File: config.mk
export PLATFORM = sky130hd
export DESIGN_NAME = fifo_burst_reader
export DESIGN_NICKNAME = d
export VERILOG_FILES = /design/src/rtl/fifo_burst_reader.sv
export SDC_FILE = /design/constraint.sdc
export NUM_CORES = 1
export LEC_CHECK = 0
export BUFFER_PORTS_ARGS = -buffer_cell sky130_fd_sc_hd__buf_2
export CORE_ASPECT_RATIO = 1.4
export CORE_UTILIZATION = 57
export CTS_BUF_LIST = sky130_fd_sc_hd__clkbuf_4
export DETAILED_ROUTE_END_ITERATION = 8
export PLACE_DENSITY = 0.79
export SYNTH_ARGS = -nofsm -noshare
export SYNTH_HDL_FRONTEND = slang
export SYNTH_SLANG_ARGS = --single-unit
export TNS_END_PERCENT = 20
File: constraint.sdc
create_clock -name clk -period 6.7 [get_ports clk]
set_input_delay 1.005 -clock clk [delete_from_list [all_inputs] [get_ports clk]]
set_output_delay 1.005 -clock clk [all_outputs]
set_load 0.02 [all_outputs]
File: src/rtl/fifo_burst_reader.sv
// Burst reader: pops a requested number of words from a synchronous FIFO and
// forwards them on a valid/ready stream through a 3-entry fall-through skid buffer.
module fifo_burst_reader #(
  parameter int DATA_W = 32,
  parameter int LEN_W  = 16
) (
  input  logic              clk,
  input  logic              reset,
  input  logic              start,
  input  logic [LEN_W-1:0]  burst_len,
  output logic              busy,
  output logic              done,
  output logic [LEN_W-1:0]  words_read,
  output logic              fifo_rd_en,
  input  logic [DATA_W-1:0] fifo_data,
  input  logic              fifo_empty,
  output logic [DATA_W-1:0] m_data,
  output logic              m_valid,
  input  logic              m_ready
);

  typedef enum logic [1:0] {S_IDLE, S_RUN, S_DONE} state_t;

  localparam logic [LEN_W-1:0] LEN_ONE = {{(LEN_W-1){1'b0}}, 1'b1};

  state_t            state;
  logic [LEN_W-1:0]  len_q;
  logic [LEN_W-1:0]  issued;
  logic [LEN_W-1:0]  words_inc;
  logic              inflight;

  logic [DATA_W-1:0] skid_mem [3];
  logic [1:0]        head;
  logic [1:0]        count;
  logic [1:0]        tail;
  logic [1:0]        head_inc;
  logic [2:0]        tail_sum;
  logic [2:0]        occupancy;
  logic              skid_nonempty;
  logic              handshake;
  logic              pop_head;
  logic              push_tail;

  // The in-flight word is presented straight from the FIFO when the buffer is
  // empty, so the first word reaches the stream on the cycle it arrives.
  always_comb begin
    skid_nonempty = (count != 2'd0);
    occupancy     = {1'b0, count} + {2'b00, inflight};
    fifo_rd_en    = (state == S_RUN) && !fifo_empty && (issued < len_q) && (occupancy < 3'd3);
    m_valid       = skid_nonempty || inflight;
    m_data        = skid_nonempty ? skid_mem[head] : fifo_data;
    handshake     = m_valid && m_ready;
    pop_head      = handshake && skid_nonempty;
    push_tail     = inflight && !(handshake && !skid_nonempty);
    tail_sum      = {1'b0, head} + {1'b0, count};
    tail          = (tail_sum >= 3'd3) ? 2'(tail_sum - 3'd3) : tail_sum[1:0];
    head_inc      = (head == 2'd2) ? 2'd0 : head + 2'd1;
    words_inc     = words_read + LEN_ONE;
  end

  always_ff @(posedge clk or posedge reset) begin
    if (reset) begin
      head  <= 2'd0;
      count <= 2'd0;
    end else begin
      if (pop_head) head <= head_inc;
      case ({push_tail, pop_head})
        2'b10:   count <= count + 2'd1;
        2'b01:   count <= count - 2'd1;
        default: count <= count;
      endcase
    end
  end

  always_ff @(posedge clk) begin
    if (push_tail) skid_mem[tail] <= fifo_data;
  end

  // DONE is entered on the edge that registers the final handshake, so done
  // appears the cycle right after it with words_read already complete.
  always_ff @(posedge clk or posedge reset) begin
    if (reset) begin
      state      <= S_IDLE;
      busy       <= 1'b0;
      done       <= 1'b0;
      len_q      <= '0;
      issued     <= '0;
      words_read <= '0;
      inflight   <= 1'b0;
    end else begin
      inflight <= fifo_rd_en;
      if (fifo_rd_en) issued <= issued + LEN_ONE;
      case (state)
        S_IDLE: begin
          if (start) begin
            len_q      <= burst_len;
            issued     <= '0;
            words_read <= '0;
            busy       <= 1'b1;
            if (burst_len == '0) begin
              state <= S_DONE;
              done  <= 1'b1;
            end else begin
              state <= S_RUN;
            end
          end
        end
        S_RUN: begin
          if (handshake && (words_read != len_q)) words_read <= words_inc;
          if ((words_read == len_q) || (handshake && (words_inc == len_q))) begin
            state <= S_DONE;
            done  <= 1'b1;
          end
        end
        S_DONE: begin
          state <= S_IDLE;
          done  <= 1'b0;
          busy  <= 1'b0;
        end
        default: begin
          state <= S_IDLE;
          done  <= 1'b0;
          busy  <= 1'b0;
        end
      endcase
    end
  end

endmodule

==> results of run 1 <==
## cell usage after synthesis, types with 3 or more instances
cell	instances	share of area
mux2i_1	35	0.046
clkbuf_1	30	0.015
nand2_1	74	0.037
nand4_1	15	0.012
edfxtp_1	96	0.38
dfrtp_1	57	0.19
nor2_1	55	0.027
buf_1	3	0.0015
o21a_1	3	0.0030
or3_1	15	0.012
o21ai_0	67	0.044
xor2_1	12	0.014
o21bai_1	3	0.0030
a2111oi_0	4	0.0046
and4_1	4	0.0046
xnor2_1	24	0.028
o211ai_1	3	0.0030
o31ai_1	4	0.0039
a21o_1	8	0.0079
nor4_1	12	0.0099
and3_1	6	0.0049
nor3_1	10	0.0066
inv_1	35	0.017
nand3_1	10	0.0066
ha_1	22	0.036
a21oi_1	52	0.034
## through the flow
| stage | cells | worst slack (ns) |
|---|---|---|
| 6_report | 984 | 2.68 |
| 5_1_grt | 984 | 2.37 |
| 4_1_cts | 983 | 2.64 |
| 3_5_place_dp | 951 | 3.01 |
| 3_3_place_gp | 951 | 3.19 |
| 2_1_floorplan | 699 | 2.03 |
## worst max-delay path: cells and delay by family (launching register included)
kind,cells,cell delay [ns]
AO/OA/AOI/OAI,3,0.80
flip-flops,1,0.52
AND/OR/NAND/NOR,2,0.25
buffers and inverters,2,0.42
adder cells (fa/ha/maj),2,0.51
## layout make-up
cell class              count  area share
clock buffers              17      0.0149
well taps                 178      0.0261
multi-input cells         476       0.357
flip-flops and latches    153       0.505
repair buffers            109      0.0653
clock inverters            15      0.0165
inverters                  35      0.0154
diodes                      1    0.000293
## cells by family (layout without fill, tap and decap cells)
logic type      after synthesis  count (layout)  synth area share
fa+ha+maj                    23              23            0.0388
buf+inv                      70             176            0.0357
flops                       153             153             0.567
xor+xnor                     36              36            0.0415
other cells                   0               1                 0
simple gates                213             213             0.133
compound gates              167             167             0.135
mux                          37              37            0.0490
## where the power goes
group	internal, mW	total (mW)	switching [mW]
clock	0.193	0.536	0.343
combinational	0.547	1.49	0.943
sequential	1.26	1.50	0.236
total	2.00	3.53	1.52
## path summary, 6_finish.rpt
path | start | to | slack, ns | cells after the start
worst min register to register | busy | busy | 0.49 | 1
worst max register to register | head[1] | skid_mem[0][30] | 2.99 | 9
min in group asynchronous | reset | words_read[5] | 0.66 | 3
worst min-delay path | busy | busy | 0.49 | 1
max in group asynchronous | reset | head[0] | 5.51 | 3
worst max-delay path | count[0] | fifo_rd_en | 2.68 | 9
## cells in the final DEF, fill, tap and decap left out, types with 5 or more instances in the layout
cell type and instances:
nand4_1 15, o21ai_0 67, clkbuf_4 17, xor2_1 12, dfrtp_1 55, a21oi_1 52
buf_4 5, nand2_1 74, inv_6 6, inv_1 34, edfxtp_1 96, ha_1 22
nand3_1 10, or3_1 15, nor2_1 52, mux2i_1 35, xnor2_1 24, and3_1 6
buf_2 104, a21o_1 8, nor3_1 9, nor4_1 12
## flip-flops by register name (all words and copies together), names as in the netlist, 2 cells and up
name and cells:
skid_mem 96, issued 16, len_q 16, words_read 16, count 2, head 2
state 2
## routing by layer
| metal | share of wire | up-vias | global-route usage |
|---|---|---|---|
| met3 | 0.039 | 27 | 0.0469 |
| met1 | 0.41 | 2718 | 0.306 |
| li1 | - | 2752 | - |
| met5 | 0 | - | 0 |
| met2 | 0.53 | 176 | 0.468 |
| met4 | 0.017 | 0 | 0.0859 |
==> results_dict.tcl, run 1 <==
set metrics [dict create \
    final_core_utilization 0.660 \
    place_hpwl_mm 11.9 \
    cts.clk_slew.worst_paths_ns 0.12 \
    worstPathArrival_ns 3.01 \
    synthFlopType "edfxtp_1" \
    cts_resized 0 \
    clock-root-buffer "clkbuf_4" \
    clk_latency_ns 0.53 \
    design_area_um2 8540 \
    synthArstFlopShare 0.373 \
    tns_ns 0 \
    startpoint_type "register" \
    ctsHtreeMaxLevel 4 \
    cts_tree "built" \
    final.min_clock_period_ns 4.02 \
    numCtsBuffers 17 \
    core_um2 12900 \
    hold_class "reg2reg" \
    numPortBuffers 104 \
    dieHeight_um 139 \
    placed_area_um2 8270 \
    synth_edf_count 96 \
    cp-end-kind "primary output" \
    drive_above_1_share 0.194 \
    outcome "finished clean" \
    leakage_nw 3.45 \
    finalCritPeriodShare 0.600 \
    seq_area_um2 4310 \
    slew_violations 0 \
    cpMaxStageDelayCell "dfrtp_1" \
    powerDensity_nw_per_um2 413 \
    irDropWorstVdd_v 0.000294 \
    fmax_mhz 249 \
    die_w_um 99.6 \
    grt_use_total 0.258 \
    critPathRequiredTime_ns 5.69 \
    grt_pass1_wl_mm 27.7 \
    initial_core_util 0.588 \
    grt_max_degree 68 \
    grt_pass1_vias 5716 \
    multi_input_area_um2 3050 \
    drc 0 \
    finalPower_mw 3.53 \
    dieArea_um2 13800 \
    synthCells 699 \
    design.portCount 105 \
    wirelength_mm 16.8 \
    vias 5673 \
    area_growth_pct 12.3 \
    holdWs_ns 0.491 \
    antenna_found_initial 1 \
    worst-path-max-fanout 13 \
    worst_pin_slew_ns 1.22 \
    postCtsSetupBuffers 0 \
    gp_congestion 0.907 \
    setup_viol 0 \
    firstDrtPassIters 4 \
    syn_nets 775 \
    clkSinkCount 153 \
    path_cells "ha_1 -> ha_1 -> a22oi_1 -> nand2_1 -> nor4_1 -> o221ai_1 -> a21o_1 -> inv_1 -> buf_2" \
    rows 49 \
    synth_cell_type_count 59 \
    nets 868 \
    yosysWarnings 0 \
    viasPerCell 5.77 \
    drt_iter0_markers 264 \
    slew_headroom 0.183 \
    ys_ff_latch 153 \
    ctsLongestPathBuffers 2 \
    hold_viol 0 \
    rsz0062_at_grt "no" \
    slowest_delay_ns 0.52 \
    grt-ovfl-total 0 \
    finClkSkew_ns 0.0193 \
    post_drt_wl_per_cell_um 17.0 \
    syn_avg_cell_area_um2 10.9 \
    syn-cell-area_um2 7610 \
    cts_hold_buf 0 \
    fill_cells 1017 \
    yosysSeqAreaShare 0.567 \
    drv_cap 0 \
    cpMostUsedCell "ha_1" \
    drtAntennaViolNets 0 \
    critPathKind "reg2out" \
]
(Power assumes the default switching activity.)
==> inputs of run 2 (changes only) <==
- ABC_AREA: not set -> 1
- CORE_UTILIZATION: 57 -> 54
- PLACE_DENSITY: 0.79 -> 0.78
- clock period: 6.7 -> 3.2 ns (I/O delays scaled with it)
==> run 2 against run 1 <==
Effect of this change:
- core utilization shrank 3.3 points
- setup slack lost 2.4 ns
- combinational power grew to 2.5 times the previous value
- global-route usage shrank 0.88 points
- cell count grew 19%
==> results_dict.tcl, run 2 <==
set metrics [dict create \
    firstDrtPassIters 5 \
    ys_ff_latch 153 \
    dp_cells 1136 \
    initial_core_util 0.551 \
    yosysTopAreaCell "edfxtp_1" \
    fmax_mhz 342 \
    rows 52 \
    area_growth_pct 13.8 \
    drc 0 \
    stdcell_count 1170 \
    synthArstFlopShare 0.373 \
    synthFlopType "edfxtp_1" \
    top_register "skid_mem" \
    cts_hold_buf 1 \
    core_um2 14400 \
    wirelength_mm 18.2 \
    numPortBuffers 104 \
    finalCritPeriodShare 0.914 \
    grt_use_total 0.249 \
    met1_length_mm 7.20 \
    clkSinkCount 153 \
    irDropWorstVdd_v 0.000447 \
    clk_latency_ns 0.54 \
    synth_cell_type_count 39 \
    numCtsBuffers 17 \
    clock-root-buffer "clkbuf_4" \
    place_hpwl_mm 12.9 \
    wl_met2_mm 9.66 \
    outcome "finished clean" \
    worst-path-max-fanout 11 \
    slew_headroom 0.664 \
    leakage_nw 4.05 \
    post_drt_wl_per_cell_um 15.5 \
    setup_viol 0 \
    top_layer "met4" \
    synth_top_cells_by_area "edfxtp_1, dfrtp_1, nand2_1" \
    finClkSkew_ns 0.0228 \
    mostFrequentLayoutCells "nand2_1, buf_2, edfxtp_1" \
    vias 6361 \
    ctsLongestPathBuffers 2 \
    worstPathArrival_ns 2.44 \
    grt_pass1_wl_mm 29.6 \
    critPathKind "reg2out" \
    synth_edf_count 96 \
    nets 1043 \
    syn_avg_cell_area_um2 9.24 \
    drv_cap 0 \
    grt_pass1_vias 6134 \
    met3RoutedLength_um 855 \
    tns_ns 0 \
    grt_max_degree 40 \
    synthCells 858 \
    layout_commonest_cell "nand2_1" \
    critPathRequiredTime_ns 2.72 \
    dieArea_um2 15200 \
    design.portCount 105 \
    hold_viol 0 \
    hold_class "in2reg" \
    drtAntennaViolNets 0 \
    drive_above_1_share 0.198 \
    cts_resized 0 \
    cp-end-kind "primary output" \
    yosysMostFrequentCell "nand2_1" \
    cts.clk_slew.worst_paths_ns 0.16 \
    startpoint_type "register" \
    powerDensity_nw_per_um2 863 \
    synth_top_area_frac 0.364 \
    finalPower_mw 7.78 \
    grt-ovfl-total 0 \
    die_w_um 104 \
    synth_common_cells "nand2_1, nor2_1, edfxtp_1" \
    viasPerCell 5.44 \
    final.min_clock_period_ns 2.92 \
    slew_violations 0 \
    yosysSeqAreaShare 0.543 \
    drt_iter0_markers 400 \
    syn-cell-area_um2 7930 \
    yosysWarnings 0 \
    postCtsSetupBuffers 0 \
    ctsHtreeMaxLevel 4 \
    syn_nets 934 \
    antenna_found_initial 1 \
    rsz0062_at_grt "no" \
    gp_congestion 0.905 \
    cts_tree "built" \
    worst_pin_slew_ns 0.504 \
    largest_register_ffs 96 \
    final_core_utilization 0.627 \
    dieHeight_um 145 \
]
## run 2: cell types whose count changed in the layout (fill, tap and decap cells not counted), sizes merged, moves of 31 or more
| cell | previous run | this run |
|---|---|---|
| inv | 42 | 92 |
| nor2 | 55 | 103 |
| a31oi | 1 | 32 |
| nand3 | 10 | 80 |
| mux2i | 35 | 0 |
| nand2 | 74 | 195 |
## run 2: cell type report
type | instances | area, um^2
clock inverters | 15 | 148
diodes | 1 | 2.50
inverters | 85 | 324
multi-input cells | 590 | 3190
clock buffers | 17 | 128
repair buffers | 120 | 681
well taps | 189 | 236
fillers | 1254 | 5360
flip-flops and latches | 153 | 4310
## run 2: worst max-delay path, cell delays in order, from the launching register on
cell and delay [ns]:
dfrtp_1 0.46, inv_1 0.10, ha_1 0.32, a21oi_1 0.13
nor2_1 0.05, nor3_1 0.12, nand2_1 0.10, nand2_1 0.09
nand4_1 0.11, clkinv_1 0.22, buf_2 0.21
## run 2: layer usage
metal  track usage  vias to the layer above
li1              -                     3149
met1         0.299                     2981
met2         0.450                      199
met3        0.0327                       32
met4         0.100                        0
met5             0                        -
## run 2: worst paths after layout
kind / end / startpoint / cells after the start / slack (ns)
worst max-delay path: fifo_rd_en / len_q[5] / 10 / 0.28
worst min-delay path: skid_mem[2][5] / fifo_data[5] / 1 / 0.15
worst max register to register: skid_mem[0][22] / count[0] / 11 / 0.43
worst min register to register: issued[0] / issued[0] / 1 / 0.51
max in group asynchronous: busy / reset / 4 / 1.88
min in group asynchronous: words_read[5] / reset / 3 / 0.46
## run 2: metrics by stage
step	instance area [um^2]	setup slack, ns	hold slack, ns
after floorplan	7980	-0.0291	0.463
after global placement	8730	0.519	0.488
after detailed placement	8730	0.458	0.489
after CTS	9020	0.236	0.117
after global routing	9020	0.0243	0.121
final	9020	0.276	0.150
## run 2: cell families after synthesis
family | after synthesis | synth area share
muxes | 1 | 0.00142
AOI/OAI and AO/OA | 125 | 0.0963
buffers and inverters | 115 | 0.0574
and+or+nand+nor | 406 | 0.225
xor gates and xnor gates | 35 | 0.0396
DFF | 153 | 0.543
adders and majority gates | 23 | 0.0372
## run 2: power by group
group / switching, mW / internal [mW]
sequential: 0.238 / 2.63
combinational: 2.57 / 1.20
clock: 0.782 / 0.355
